[config.mk]
export PLATFORM = sky130hd
export DESIGN_NAME = bin_to_bcd_seq
export DESIGN_NICKNAME = d
export VERILOG_FILES = /design/src/rtl/bin_to_bcd_seq_pkg.sv /design/src/rtl/bin_to_bcd_seq_add3.sv /design/src/rtl/bin_to_bcd_seq.sv
export SDC_FILE = /design/constraint.sdc
export NUM_CORES = 1
export LEC_CHECK = 0
export ABC_AREA = 1
export CELL_PAD_IN_SITES_DETAIL_PLACEMENT = 1
export CELL_PAD_IN_SITES_GLOBAL_PLACEMENT = 1
export CORE_UTILIZATION = 42
export CTS_BUF_LIST = sky130_fd_sc_hd__clkbuf_8
export DETAILED_ROUTE_END_ITERATION = 6
export DONT_BUFFER_PORTS = 1
export PLACE_DENSITY = 0.85
export SLEW_MARGIN = 0
export SYNTH_ARGS = -nofsm -noshare
export SYNTH_HDL_FRONTEND = slang
export SYNTH_SLANG_ARGS = --single-unit
[constraint.sdc]
create_clock -name clk -period 1.2 [get_ports clk]
set_input_delay 0.12 -clock clk [delete_from_list [all_inputs] [get_ports clk]]
set_output_delay 0.12 -clock clk [all_outputs]
set_load 0.005 [all_outputs]
[src/rtl/bin_to_bcd_seq_pkg.sv]
// Shared definitions for the sequential binary-to-BCD converter.
//  - FSM state encodings (2-bit, kept as plain constants for legacy users)
//  - BCD_ALL9: all-nines BCD pattern used for the saturated display value
//  - pow10: elaboration-time helper for the overflow limit
package bin_to_bcd_seq_pkg;

  typedef logic [1:0] state_t;

  localparam state_t ST_IDLE  = 2'd0;
  localparam state_t ST_SHIFT = 2'd1;
  localparam state_t ST_DONE  = 2'd2;

  // Wide enough for up to 16 digits; users slice off the low 4*DIGITS bits.
  localparam logic [63:0] BCD_ALL9 = 64'h9999_9999_9999_9999;

  function automatic longint unsigned pow10(input int unsigned n);
    longint unsigned r;
    r = 64'd1;
    for (int unsigned i = 0; i < n; i++) begin
      r = r * 64'd10;
    end
    return r;
  endfunction

endpackage

[src/rtl/bin_to_bcd_seq_add3.sv]
// Single-digit correction cell for the shift-and-add-3 algorithm.
// Ports:
//   d  in  4  BCD digit before the shift
//   q  out 4  d + 3 when d >= 5, else d (no carry out; 5..9 map to 8..12)
module bin_to_bcd_seq_add3 (
  input  logic [3:0] d,
  output logic [3:0] q
);

  always_comb begin
    q = d;
    if (d >= 4'd5) begin
      q = d + 4'd3;
    end
  end

endmodule

[src/rtl/bin_to_bcd_seq.sv]
// Sequential binary-to-BCD converter, one bit per clock (shift-and-add-3).
// Feeds the 4-digit multiplexed 7-seg driver; bcd_out only changes on done,
// so the display never sees intermediate values.
// Ports:
//   clk        in   1         clock, posedge
//   rst        in   1         synchronous active-high reset
//   start      in   1         request conversion; sampled only while idle
//   is_signed  in   1         1: bin is two's complement
//   bin        in   WIDTH     operand, captured on the accepted start edge
//   busy       out  1         conversion in progress
//   done       out  1         one-cycle pulse, results just updated
//   bcd_out    out  4*DIGITS  packed BCD, units digit in [3:0]
//   neg        out  1         result negative (signed mode only)
//   ovf        out  1         magnitude > 10^DIGITS-1, bcd_out saturated to 9s
module bin_to_bcd_seq
  import bin_to_bcd_seq_pkg::*;
#(
  parameter int unsigned WIDTH  = 14,
  parameter int unsigned DIGITS = 4
) (
  input  logic                  clk,
  input  logic                  rst,
  input  logic                  start,
  input  logic                  is_signed,
  input  logic [WIDTH-1:0]      bin,
  output logic                  busy,
  output logic                  done,
  output logic [4*DIGITS-1:0]   bcd_out,
  output logic                  neg,
  output logic                  ovf
);

  localparam int unsigned BcdW = 4 * DIGITS;
  localparam int unsigned ScrW = BcdW + WIDTH;
  localparam int unsigned CntW = (WIDTH > 1) ? $clog2(WIDTH) : 1;
  localparam longint unsigned MaxMag = pow10(DIGITS) - 64'd1;
  localparam logic [CntW-1:0] LastCnt = CntW'(WIDTH - 1);

  state_t            state_q, state_d;
  logic [CntW-1:0]   cnt_q, cnt_d;
  logic [ScrW-1:0]   scratch_q, scratch_d;
  logic              neg_i_q, neg_i_d;
  logic              ovf_i_q, ovf_i_d;
  logic [BcdW-1:0]   bcd_q, bcd_d;
  logic              neg_q, neg_d;
  logic              ovf_q, ovf_d;
  logic              done_q, done_d;

  // Operand magnitude; the most negative value negates to 2^(WIDTH-1) exactly,
  // which still fits as a WIDTH-bit unsigned number.
  logic              neg_cap;
  logic [WIDTH-1:0]  mag;
  logic [63:0]       mag_ext;

  assign neg_cap = is_signed & bin[WIDTH-1];
  assign mag     = neg_cap ? (~bin + {{(WIDTH-1){1'b0}}, 1'b1}) : bin;
  assign mag_ext = 64'(mag);

  // Per-digit +3 correction, applied before each left shift.
  logic [BcdW-1:0] bcd_adj;
  logic [ScrW-1:0] scratch_adj;

  for (genvar i = 0; i < DIGITS; i++) begin : g_add3
    bin_to_bcd_seq_add3 u_add3 (
      .d (scratch_q[WIDTH + 4*i +: 4]),
      .q (bcd_adj[4*i +: 4])
    );
  end

  assign scratch_adj = {bcd_adj, scratch_q[WIDTH-1:0]};

  always_comb begin
    state_d   = state_q;
    cnt_d     = cnt_q;
    scratch_d = scratch_q;
    neg_i_d   = neg_i_q;
    ovf_i_d   = ovf_i_q;
    bcd_d     = bcd_q;
    neg_d     = neg_q;
    ovf_d     = ovf_q;
    done_d    = 1'b0;

    case (state_q)
      ST_IDLE: begin
        if (start) begin
          scratch_d = {{BcdW{1'b0}}, mag};
          neg_i_d   = neg_cap;
          ovf_i_d   = (mag_ext > 64'(MaxMag));
          cnt_d     = '0;
          state_d   = ST_SHIFT;
        end
      end
      ST_SHIFT: begin
        scratch_d = {scratch_adj[ScrW-2:0], 1'b0};
        cnt_d     = cnt_q + CntW'(1);
        if (cnt_q == LastCnt) begin
          state_d = ST_DONE;
        end
      end
      ST_DONE: begin
        bcd_d   = ovf_i_q ? BCD_ALL9[BcdW-1:0] : scratch_q[ScrW-1:WIDTH];
        neg_d   = neg_i_q;
        ovf_d   = ovf_i_q;
        done_d  = 1'b1;
        state_d = ST_IDLE;
      end
      default: begin
        state_d = ST_IDLE;
      end
    endcase
  end

  always_ff @(posedge clk) begin
    if (rst) begin
      state_q   <= ST_IDLE;
      cnt_q     <= '0;
      scratch_q <= '0;
      neg_i_q   <= 1'b0;
      ovf_i_q   <= 1'b0;
      bcd_q     <= '0;
      neg_q     <= 1'b0;
      ovf_q     <= 1'b0;
      done_q    <= 1'b0;
    end else begin
      state_q   <= state_d;
      cnt_q     <= cnt_d;
      scratch_q <= scratch_d;
      neg_i_q   <= neg_i_d;
      ovf_i_q   <= ovf_i_d;
      bcd_q     <= bcd_d;
      neg_q     <= neg_d;
      ovf_q     <= ovf_d;
      done_q    <= done_d;
    end
  end

  assign busy    = (state_q != ST_IDLE);
  assign done    = done_q;
  assign bcd_out = bcd_q;
  assign neg     = neg_q;
  assign ovf     = ovf_q;

endmodule

==> impl_metrics.yaml, run 1 <==
run_status:
  outcome: "complete, but fails checks"
  violations: "negative hold slack, negative setup slack"
timing:
  rsz0062_at_grt: "true"
  worst_slack_ns: -0.241
  hold_ws_ns: -0.180
  max_freq_mhz: 694
  report.final.slew_viol_count: 0
  period_share: 1.20
  finalHoldViolCount: 44
  fin_crit_ns: 1.44
  worstMarginPinSlew_ns: 0.536
  finClkSkew_ns: 0.0149
  slew_headroom: 0.642
  setup_violations: 54
min_path:
  holdPathStages: 1
  worstHoldPathType: "primary input to flip-flop"
detailed_routing:
  ant_nets: 0
  wire_per_inst_um: 26.8
  drt-vias-per-instance: 6.20
  drc: 0
  vias: 3421
  drtIter0Drc: 257
  routed_wl_um: 14800
  first_pass_iters: 5
placement:
  port_buffers: 0
  place_inst: 509
  placed_cell_area_um2: 3220
  place_ws_ns: -0.186
  place_congestion: 0.816
  place_hpwl_um: 6070
cts:
  path_clk_slew_ns: 0.08
  cts_max_path_buffers: 2
  cts_tree: "yes"
  numCtsBuffers: 9
  cts_sinks: 57
  clock_latency_ns: 0.36
  htreeDepth: 3
  clock-root-buffer: "clkbuf_8"
critical_path:
  reg2reg_depth: 8
  crit_fanout: 7
  cp-start-kind: "flip-flop"
  crit_required_ns: 1.45
  cp-end-kind: "flip-flop"
  criticalPathCategory: "flip-flop to flip-flop"
  cp_data_arrival_time_ns: 1.69
logic_synthesis:
  ys_types: 26
  yosysTopAreaCell: "dfxtp_1"
  ys_seq_area_frac: 0.406
  synthesis.nets: 430
  synth_top_area_frac: 0.406
  netlist_area_um2: 2810
  netlist_instances: 401
  synth_area_leaders: "dfxtp_1 41%, nand2_1 14%, a21oi_1 7.5%"
  syn_area_per_cell_um2: 7.00
  ys_ff_latch: 57
  ys_warn_count: 0
finish:
  final_cell_mix: "67 x nand2_1, 51 x buf_4, 44 x dfxtp_1"
  final_area_um2: 4410
  seq_area_um2: 1160
  final_common_cell: "nand2_1"
  fillCellCount: 730
  finalNonFillerCells: 552
  drive_gt1_frac: 0.516
  diodes: 0
  multi_input_area_um2: 2050
  area_delta_synth_final_pct: 57.1
  nets: 499
pwr:
  peakVddDrop_v: 0.00115
  total_leakage_power_uw: 0.00189
  power_density_nw_per_um2: 1090
floorplan:
  coreArea_um2: 6390
  chipHeight_um: 83.8
  start_util: 0.440
  io-pin-count: 38
  die_w_um: 83.8
  dieArea_um2: 7020
  rows: 29
grt:
  grt-ovfl-total: 0
  grt.total_usage: 0.356
  grt_pass1_vias: 3567
  grt_max_degree: 47
  grt_pass1_wl_um: 18800
  antenna_found_initial: 0
flow_run:
  cap_violations: 0
## critical path, cell delays in order (launching register included)
cell     delay (ns)
dfxtp_4        0.37
nor2_4         0.14
nand2_2        0.10
inv_2          0.09
nor2_4         0.06
buf_6          0.13
buf_12         0.14
a22oi_2        0.20
o22ai_2        0.10
## cell type report
type	instances	share of cell area
clock buffers	9	0.0281
well taps	77	0.0218
inverters	46	0.0425
clock inverters	7	0.0162
flip-flops and latches	57	0.264
repair buffers	74	0.162
multi-input cells	282	0.466
## final timing paths
path                                           startpoint                          to  slack [ns]
worst max register to register    state_q[1]$_SDFFE_PP0P_   scratch_q[9]$_SDFFE_PP0P_       -0.24
worst max-delay path              state_q[1]$_SDFFE_PP0P_   scratch_q[9]$_SDFFE_PP0P_       -0.24
worst min register to register  scratch_q[0]$_SDFFE_PP0P_   scratch_q[1]$_SDFFE_PP0P_        0.51
worst min-delay path                                  rst  scratch_q[25]$_SDFFE_PP0P_       -0.18
## state kept, by name, indices dropped and copies added, names as in the netlist
register   cells
ovf_i_q        1
ovf            1
state_q        2
neg_i_q        1
scratch_q     30
bcd_out       16
done           1
cnt_q          4
neg            1
## cell usage after synthesis
cell	number
a21oi_1	42
a21oi_2	1
a22oi_1	5
a31oi_1	9
and3_2	1
buf_1	1
buf_2	6
buf_6	1
clkbuf_1	8
dfxtp_1	57
ha_1	11
inv_1	44
inv_2	2
nand2_1	104
nand2_2	3
nand2_4	1
nand3_1	27
nand4_1	3
nor2_1	26
nor2_2	2
nor3_1	5
o21ai_0	30
o21ai_2	2
o22ai_1	1
o32ai_1	2
xor2_1	7
## stage by stage
step	hold slack (ns)	util	setup TNS [ns]	total power [uW]
2_1_floorplan	0.316	-	-0.0241	2340
5_1_grt	-0.197	0.691	-8.53	4950
3_3_place_gp	0.190	0.504	-0.499	2500
6_report	-0.180	0.691	-6.76	4830
3_5_place_dp	0.191	0.504	-2.46	2530
4_1_cts	-0.180	0.625	-1.32	4560
## cell families (layout without fill, tap and decap cells)
| family | count (synthesis) | count (layout) | synth area share |
|---|---|---|---|
| flops | 57 | 57 | 0.406 |
| simple gates | 172 | 172 | 0.255 |
| xor+xnor | 7 | 7 | 0.0218 |
| compound gates | 92 | 92 | 0.180 |
| buf+inv | 62 | 136 | 0.0882 |
| fa+ha+maj | 11 | 11 | 0.0490 |
## routing by layer
metal  GRT usage  routed length, um
met1       0.398               5630
met2       0.622               7280
met3      0.0831                962
met4       0.191                896
met5           0                  0
## timing repair
item                                    4_1_cts  5_1_grt
pin swaps                                    30       49
setup buffers                                17       11
endpoints found under the setup margin       44       46
gates resized for setup                     117      109
gates cloned                                  3        0
hold endpoints to repair                     45       44
## report_power, final
| group | internal, uW | leakage (uW) | switching [uW] | total (uW) |
|---|---|---|---|---|
| Combinational | 410 | 0.00133 | 503 | 913 |
| Sequential | 1940 | 0.000469 | 68.7 | 2010 |
| Clock | 954 | 0.0000912 | 946 | 1900 |
(Power assumes the default switching activity.)
==> inputs of run 2 (changes only) <==
--- a/config.mk
+++ b/config.mk
@@ -5,15 +5,15 @@
 export SDC_FILE = /design/constraint.sdc
 export NUM_CORES = 1
 export LEC_CHECK = 0
-export ABC_AREA = 1
 export CELL_PAD_IN_SITES_DETAIL_PLACEMENT = 1
 export CELL_PAD_IN_SITES_GLOBAL_PLACEMENT = 1
-export CORE_UTILIZATION = 42
+export CORE_UTILIZATION = 44
 export CTS_BUF_LIST = sky130_fd_sc_hd__clkbuf_8
 export DETAILED_ROUTE_END_ITERATION = 6
 export DONT_BUFFER_PORTS = 1
-export PLACE_DENSITY = 0.85
+export PLACE_DENSITY = 0.86
 export SLEW_MARGIN = 0
 export SYNTH_ARGS = -nofsm -noshare
 export SYNTH_HDL_FRONTEND = slang
+export SYNTH_HIERARCHICAL = 1
 export SYNTH_SLANG_ARGS = --single-unit
==> impl_metrics.yaml, run 2 <==
run_status:
  outcome: "stopped before the end"
  haltStage: "5_1_grt"
  firstError: "[ERROR DPL-0033] detailed placement checks failed during check placement."
cts:
  cts_max_path_buffers: 2
  numCtsBuffers: 9
  clock-root-buffer: "clkbuf_8"
  cts_sinks: 57
  htreeDepth: 3
placement:
  placed_cell_area_um2: 3430
  place_congestion: 0.882
  port_buffers: 0
  place_hpwl_um: 5710
logic_synthesis:
  synthesis.nets: 400
  netlist_instances: 371
  ys_warn_count: 6
  netlist_area_um2: 2920
  syn_area_per_cell_um2: 7.87
timing:
  crit_endpoint: "scratch_q[19]$_SDFFE_PP0P_/D"
  worst-ep-kind: "register data pin"
floorplan:
  start_util: 0.457
  rows: 29
  die_w_um: 83.5
  chipHeight_um: 83.5
  io-pin-count: 38
grt:
  grt_max_degree: 58
  antenna_found_initial: 0
-- run 2: through the flow --
step	setup TNS, ns	hold WS (ns)	worst slack, ns	std cells
2_1_floorplan	-1.26	0.256	-0.517	371
3_3_place_gp	-2.14	0.191	-0.468	470
3_5_place_dp	-4.23	0.196	-0.524	470
4_1_cts	-1.68	-0.179	-0.167	506
-- run 2: repair_timing --
action,in CTS
hold endpoints to repair,57
setup buffers,20
pin swaps,28
cloned,3
resized for setup,117
endpoints found under the setup margin,52
==> inputs of run 3 (changes only) <==
--- a/config.mk
+++ b/config.mk
@@ -5,13 +5,10 @@
 export SDC_FILE = /design/constraint.sdc
 export NUM_CORES = 1
 export LEC_CHECK = 0
-export CELL_PAD_IN_SITES_DETAIL_PLACEMENT = 1
-export CELL_PAD_IN_SITES_GLOBAL_PLACEMENT = 1
-export CORE_UTILIZATION = 44
-export CTS_BUF_LIST = sky130_fd_sc_hd__clkbuf_8
+export CORE_UTILIZATION = 40
 export DETAILED_ROUTE_END_ITERATION = 6
 export DONT_BUFFER_PORTS = 1
-export PLACE_DENSITY = 0.86
+export PLACE_DENSITY_LB_ADDON = 0.15
 export SLEW_MARGIN = 0
 export SYNTH_ARGS = -nofsm -noshare
 export SYNTH_HDL_FRONTEND = slang
==> constraint.sdc (replaced) <==
create_clock -name clk -period 1.6 [get_ports clk]
set_input_delay 0.16 -clock clk [delete_from_list [all_inputs] [get_ports clk]]
set_output_delay 0.16 -clock clk [all_outputs]
set_load 0.005 [all_outputs]
==> impl_metrics.yaml, run 3 <==
run_status:
  outcome: "completed"
finish:
  seq_area_um2: 1140
  largest_register_ffs: 30
  area_delta_synth_final_pct: 14.3
  multi_input_area_um2: 1640
  diodes: 0
  drive_gt1_frac: 0.129
  fillCellCount: 743
  final_area_um2: 3340
  nets: 412
  largest_register: "scratch_q"
  final_cell_mix: "57 x dfxtp_1, 49 x nand2_1, 47 x nor2_1"
  final_common_cell: "dfxtp_1"
grt:
  grt.total_usage: 0.184
  grt_pass1_vias: 2336
  grt-ovfl-total: 0
  antenna_found_initial: 0
  grt_pass1_wl_um: 10900
  grt_max_degree: 58
detailed_routing:
  vias: 2509
  first_pass_iters: 4
  drc: 0
  drtIter0Drc: 121
  ant_nets: 0
  routed_wl_um: 6350
  drt-vias-per-instance: 5.18
  wire_per_inst_um: 13.1
placement:
  placed_cell_area_um2: 3120
  place_hpwl_um: 4430
  port_buffers: 0
  place_congestion: 0.872
logic_synthesis:
  syn_area_per_cell_um2: 7.87
  netlist_instances: 371
  ys_warn_count: 6
  synthesis.nets: 400
  netlist_area_um2: 2920
pwr:
  internal-power_uw: 2240
  p_sw_frac: 0.251
  p_sw_uw: 748
  pwr-share-comb: 0.105
  power_density_nw_per_um2: 895
  total_leakage_power_uw: 0.00125
  power_frac_seq: 0.499
  clockPowerShare: 0.396
  peakVddDrop_v: 0.000452
floorplan:
  coreArea_um2: 6910
  dieArea_um2: 7650
  chipHeight_um: 87.4
  start_util: 0.423
  rows: 30
  die_w_um: 87.4
  io-pin-count: 38
critical_path:
  reg2reg_slack_ns: 0.13
  cp-start-kind: "primary input"
  cp-end-kind: "flip-flop"
  reg2reg_depth: 7
  rr_endpoint: "scratch_q[20]$_SDFFE_PP0P_"
  crit_required_ns: 1.84
  cp_data_arrival_time_ns: 1.74
  r2r-start: "scratch_q[19]$_SDFFE_PP0P_"
  crit_fanout: 5
  criticalPathCategory: "primary input to flip-flop"
timing:
  report.final.slew_viol_count: 0
  max_freq_mhz: 668
  fin_tns_setup_ns: 0
  slew_headroom: 0.711
  finalHoldViolCount: 0
  rsz0062_at_grt: "false"
  setup_violations: 0
  period_share: 0.936
  worstMarginPinSlew_ns: 0.433
  finClkSkew_ns: 0.00804
  fin_crit_ns: 1.50
cts:
  htreeDepth: 3
  path_clk_slew_ns: 0.07
  cts_sinks: 57
  clock-root-buffer: "clkbuf_8"
  cts_tree: "yes"
  cts_max_path_buffers: 2
  clock_latency_ns: 0.33
  numCtsBuffers: 9
flow_run:
  cap_violations: 0
min_path:
  holdPathStages: 2
  hold_start: "bin[10]"
  worstHoldPathType: "primary input to flip-flop"
  min_to: "scratch_q[10]$_SDFFE_PP0P_"
run 3: layer usage:
layer | vias to the layer above | wire, um | track usage
met5 | - | 0 | 0
met4 | 0 | 84 | 0.0537
met3 | 7 | 196 | 0.0597
met2 | 39 | 2900 | 0.286
met1 | 1162 | 3180 | 0.242
li1 | 1301 | - | -
run 3: what timing repair did:
| item | in CTS | in global routing |
|---|---|---|
| setup buffers | 0 | 0 |
| resized for setup | 0 | 2 |
| hold buffers | 2 | 0 |
| setup endpoints to repair | 0 | 3 |
| endpoints found under the hold margin | 57 | 0 |
run 3: worst max path at each step:
| stage | to | startpoint | slack (ns) | depth (start not counted) |
|---|---|---|---|---|
| 3_3_place_gp | ovf_i_q$_SDFFE_PP0P_ | bin[1] | -0.18 | 7 |
| 6_report | ovf_i_q$_SDFFE_PP0P_ | bin[1] | 0.10 | 7 |
| 4_1_cts | scratch_q[7]$_SDFFE_PP0P_ | state_q[0]$_SDFFE_PP0P_ | 0.11 | 6 |
| 5_1_grt | scratch_q[20]$_SDFFE_PP0P_ | scratch_q[19]$_SDFFE_PP0P_ | 0.03 | 7 |
| 2_1_floorplan | ovf_i_q$_SDFFE_PP0P_ | bin[1] | -0.22 | 7 |
| 3_5_place_dp | ovf_i_q$_SDFFE_PP0P_ | bin[1] | -0.24 | 7 |
run 3: final cells by class:
| cell class | instances | share of cell area |
|---|---|---|
| inverter | 14 | 0.0157 |
| multi-input combinational | 278 | 0.492 |
| sequential | 57 | 0.342 |
| tap | 96 | 0.0360 |
| clock buffer | 13 | 0.0476 |
| clock inverter | 3 | 0.00450 |
| timing repair buffer | 23 | 0.0622 |
run 3: critical path, stage by stage:
cell	delay (ns)
inv_1	0.05
ha_1	0.16
nor3b_4	0.30
a21boi_2	0.08
or4b_1	0.47
a221o_1	0.31
a221oi_2	0.20
run 3: power by group through the flow:
| stage | combinational (uW) | clock (uW) | sequential [uW] |
|---|---|---|---|
| after floorplan | 219 | 0 | 1520 |
| after global placement | 281 | 0 | 1520 |
| after detailed placement | 285 | 0 | 1520 |
| after CTS | 317 | 1220 | 1490 |
| after global routing | 357 | 1280 | 1490 |
| final | 314 | 1180 | 1490 |
run 3: metrics by stage:
stage	power, uW	hold slack, ns	cells	setup slack [ns]	utilization
finish	2990	0.0533	484	0.103	0.483
global route	3130	0.0560	484	0.0281	0.483
CTS	3030	0.0425	484	0.108	0.483
detailed placement	1810	0.237	466	-0.237	0.452
global placement	1800	0.234	466	-0.178	0.452
floorplan	1730	0.296	371	-0.222	-
==> inputs of run 4 (changes only) <==
--- a/config.mk
+++ b/config.mk
@@ -12,5 +12,4 @@
 export SLEW_MARGIN = 0
 export SYNTH_ARGS = -nofsm -noshare
 export SYNTH_HDL_FRONTEND = slang
-export SYNTH_HIERARCHICAL = 1
 export SYNTH_SLANG_ARGS = --single-unit
==> impl_metrics.yaml, run 4 <==
timing:
  slew_headroom: 0.648
  max_freq_mhz: 675
  worstMarginPinSlew_ns: 0.527
  worst_slack_ns: 0.118
  report.final.slew_viol_count: 0
  finClkSkew_ns: 0.00431
  setup_violations: 0
  rsz0062_at_grt: "false"
  finalHoldViolCount: 0
  period_share: 0.926
  fin_tns_setup_ns: 0
  fin_crit_ns: 1.48
logic_synthesis:
  yosysMostFrequentCell: "dfxtp_1"
  ys_async_sr_fraction: 0
  synth_edf_count: 0
  ys_seq_area_frac: 0.394
  ys_warn_count: 0
  synthesis.nets: 395
  syn_area_per_cell_um2: 7.90
  synth_top_area_frac: 0.394
  netlist_area_um2: 2890
  yosysTopAreaCell: "dfxtp_1"
  synth_area_leaders: "dfxtp_1 39%, a21oi_1 8.1%, nand2_1 5.3%"
  ys_ff_latch: 57
  netlist_instances: 366
  synth_commonest_cells: "57 x dfxtp_1, 47 x a21oi_1, 41 x nand2_1"
  ys_types: 39
  synth_ff_type: "dfxtp_1"
run_status:
  outcome: "completed"
pwr:
  internal-power_uw: 2370
  power_density_nw_per_um2: 955
  p_sw_uw: 781
  peakVddDrop_v: 0.000556
  p_sw_frac: 0.248
  power_frac_seq: 0.469
  pwr-share-comb: 0.092
  p_total_uw: 3160
  total_leakage_power_uw: 0.00116
  clockPowerShare: 0.439
floorplan:
  rows: 30
  io-pin-count: 38
  chipHeight_um: 87.0
  dieArea_um2: 7580
  start_util: 0.419
  coreArea_um2: 6910
  die_w_um: 87.0
grt:
  grt_pass1_vias: 2408
  antenna_found_initial: 0
  grt_max_degree: 58
  grt-ovfl-total: 0
  grt_pass1_wl_um: 11200
  grt.total_usage: 0.191
cts:
  clock_latency_ns: 0.33
  numCtsBuffers: 9
  cts_tree: "yes"
  htreeDepth: 3
  path_clk_slew_ns: 0.07
  cts_sinks: 57
  cts_max_path_buffers: 2
  clock-root-buffer: "clkbuf_8"
  post-cts-setup-buffers: 0
finish:
  diodes: 0
  fillCellCount: 755
  largest_register: "scratch_q"
  area_delta_synth_final_pct: 14.2
  nets: 398
  final_cell_mix: "56 x dfxtp_1, 43 x a21oi_1, 41 x nand2_1"
  final_common_cell: "dfxtp_1"
  fin_util: 0.478
  drive_gt1_frac: 0.120
  largest_register_ffs: 30
critical_path:
  crit_fanout: 6
  cp-end-kind: "flip-flop"
  criticalPathCategory: "flip-flop to flip-flop"
  crit_required_ns: 1.81
  cp-start-kind: "flip-flop"
  cp_data_arrival_time_ns: 1.70
placement:
  place_congestion: 0.780
  place_hpwl_um: 4460
  port_buffers: 0
  place_ws_ns: 0.0387
detailed_routing:
  first_pass_iters: 4
  drt-vias-per-instance: 5.21
  vias: 2447
  wire_per_inst_um: 13.9
  routed_wl_um: 6530
  drtIter0Drc: 91
  ant_nets: 0
  drc: 0
flow_run:
  cap_violations: 0
min_path:
  worstHoldPathType: "primary input to flip-flop"
## run 4: cell type report
| cell class | count | area [um2] | share of cell area |
|---|---|---|---|
| clock inverter | 4 | 51.3 | 0.0155 |
| timing repair buffer | 18 | 158 | 0.0477 |
| inverter | 14 | 52.6 | 0.0159 |
| clock buffer | 12 | 155 | 0.0470 |
| sequential | 57 | 1140 | 0.346 |
| multi-input combinational | 269 | 1620 | 0.492 |
| tap | 96 | 120 | 0.0364 |
## run 4: stage by stage
step           instances  area [um2]  hold slack (ns)
2_1_floorplan        366        2890            0.296
3_3_place_gp         452        3040            0.233
3_5_place_dp         452        3040            0.236
4_1_cts              470        3280           0.0197
5_1_grt              470        3300           0.0270
6_report             470        3300           0.0272
## run 4: cells by family (layout without fill, tap and decap cells)
logic type,Yosys count,in the layout,share of synthesized area
AND/OR/NAND/NOR,148,148,0.255
XOR/XNOR,19,19,0.0575
buffers and inverters,40,48,0.0528
flip-flops,57,57,0.394
multiplexers,2,2,0.00692
AO/OA/AOI/OAI,89,89,0.186
adder cells (fa/ha/maj),11,11,0.0476
## run 4: power by group through the flow
stage / clock network [uW] / registers [uW] / logic [uW]
after global placement: 0 / 1510 / 258
after floorplan: 0 / 1500 / 220
after CTS: 1420 / 1480 / 292
after global routing: 1480 / 1480 / 326
after detailed placement: 0 / 1510 / 259
final: 1390 / 1480 / 289
## run 4: per-layer routing
metal	part of all wire	GRT usage	vias to the layer above
li1	-	-	1288
met1	0.50	0.244	1113
met2	0.45	0.308	37
met3	0.040	0.0521	9
met4	0.015	0.0682	0
met5	0	0	-
## run 4: worst max-delay path: stages, from the launching register on
cell and delay (ns):
dfxtp_1 0.45, inv_1 0.08, ha_1 0.23, nand2b_1 0.10, a21oi_2 0.09, and2_1 0.17
o21ai_0 0.17, a21oi_1 0.08
## run 4: worst paths after layout
kind	start	slack (ns)	depth (start not counted)	endpoint
worst max-delay path	scratch_q[22]$_SDFFE_PP0P_	0.12	7	scratch_q[24]$_SDFFE_PP0P_
worst min-delay path	bin[10]	0.03	3	scratch_q[10]$_SDFFE_PP0P_
worst max register to register	scratch_q[22]$_SDFFE_PP0P_	0.12	7	scratch_q[24]$_SDFFE_PP0P_
worst min register to register	neg_i_q$_SDFFE_PP0P_	0.47	2	neg_i_q$_SDFFE_PP0P_
## run 4: what timing repair did
action,in CTS,in global routing
resized for setup,0,6
setup endpoints to repair,0,7
hold buffers,2,0
hold endpoints to repair,57,0
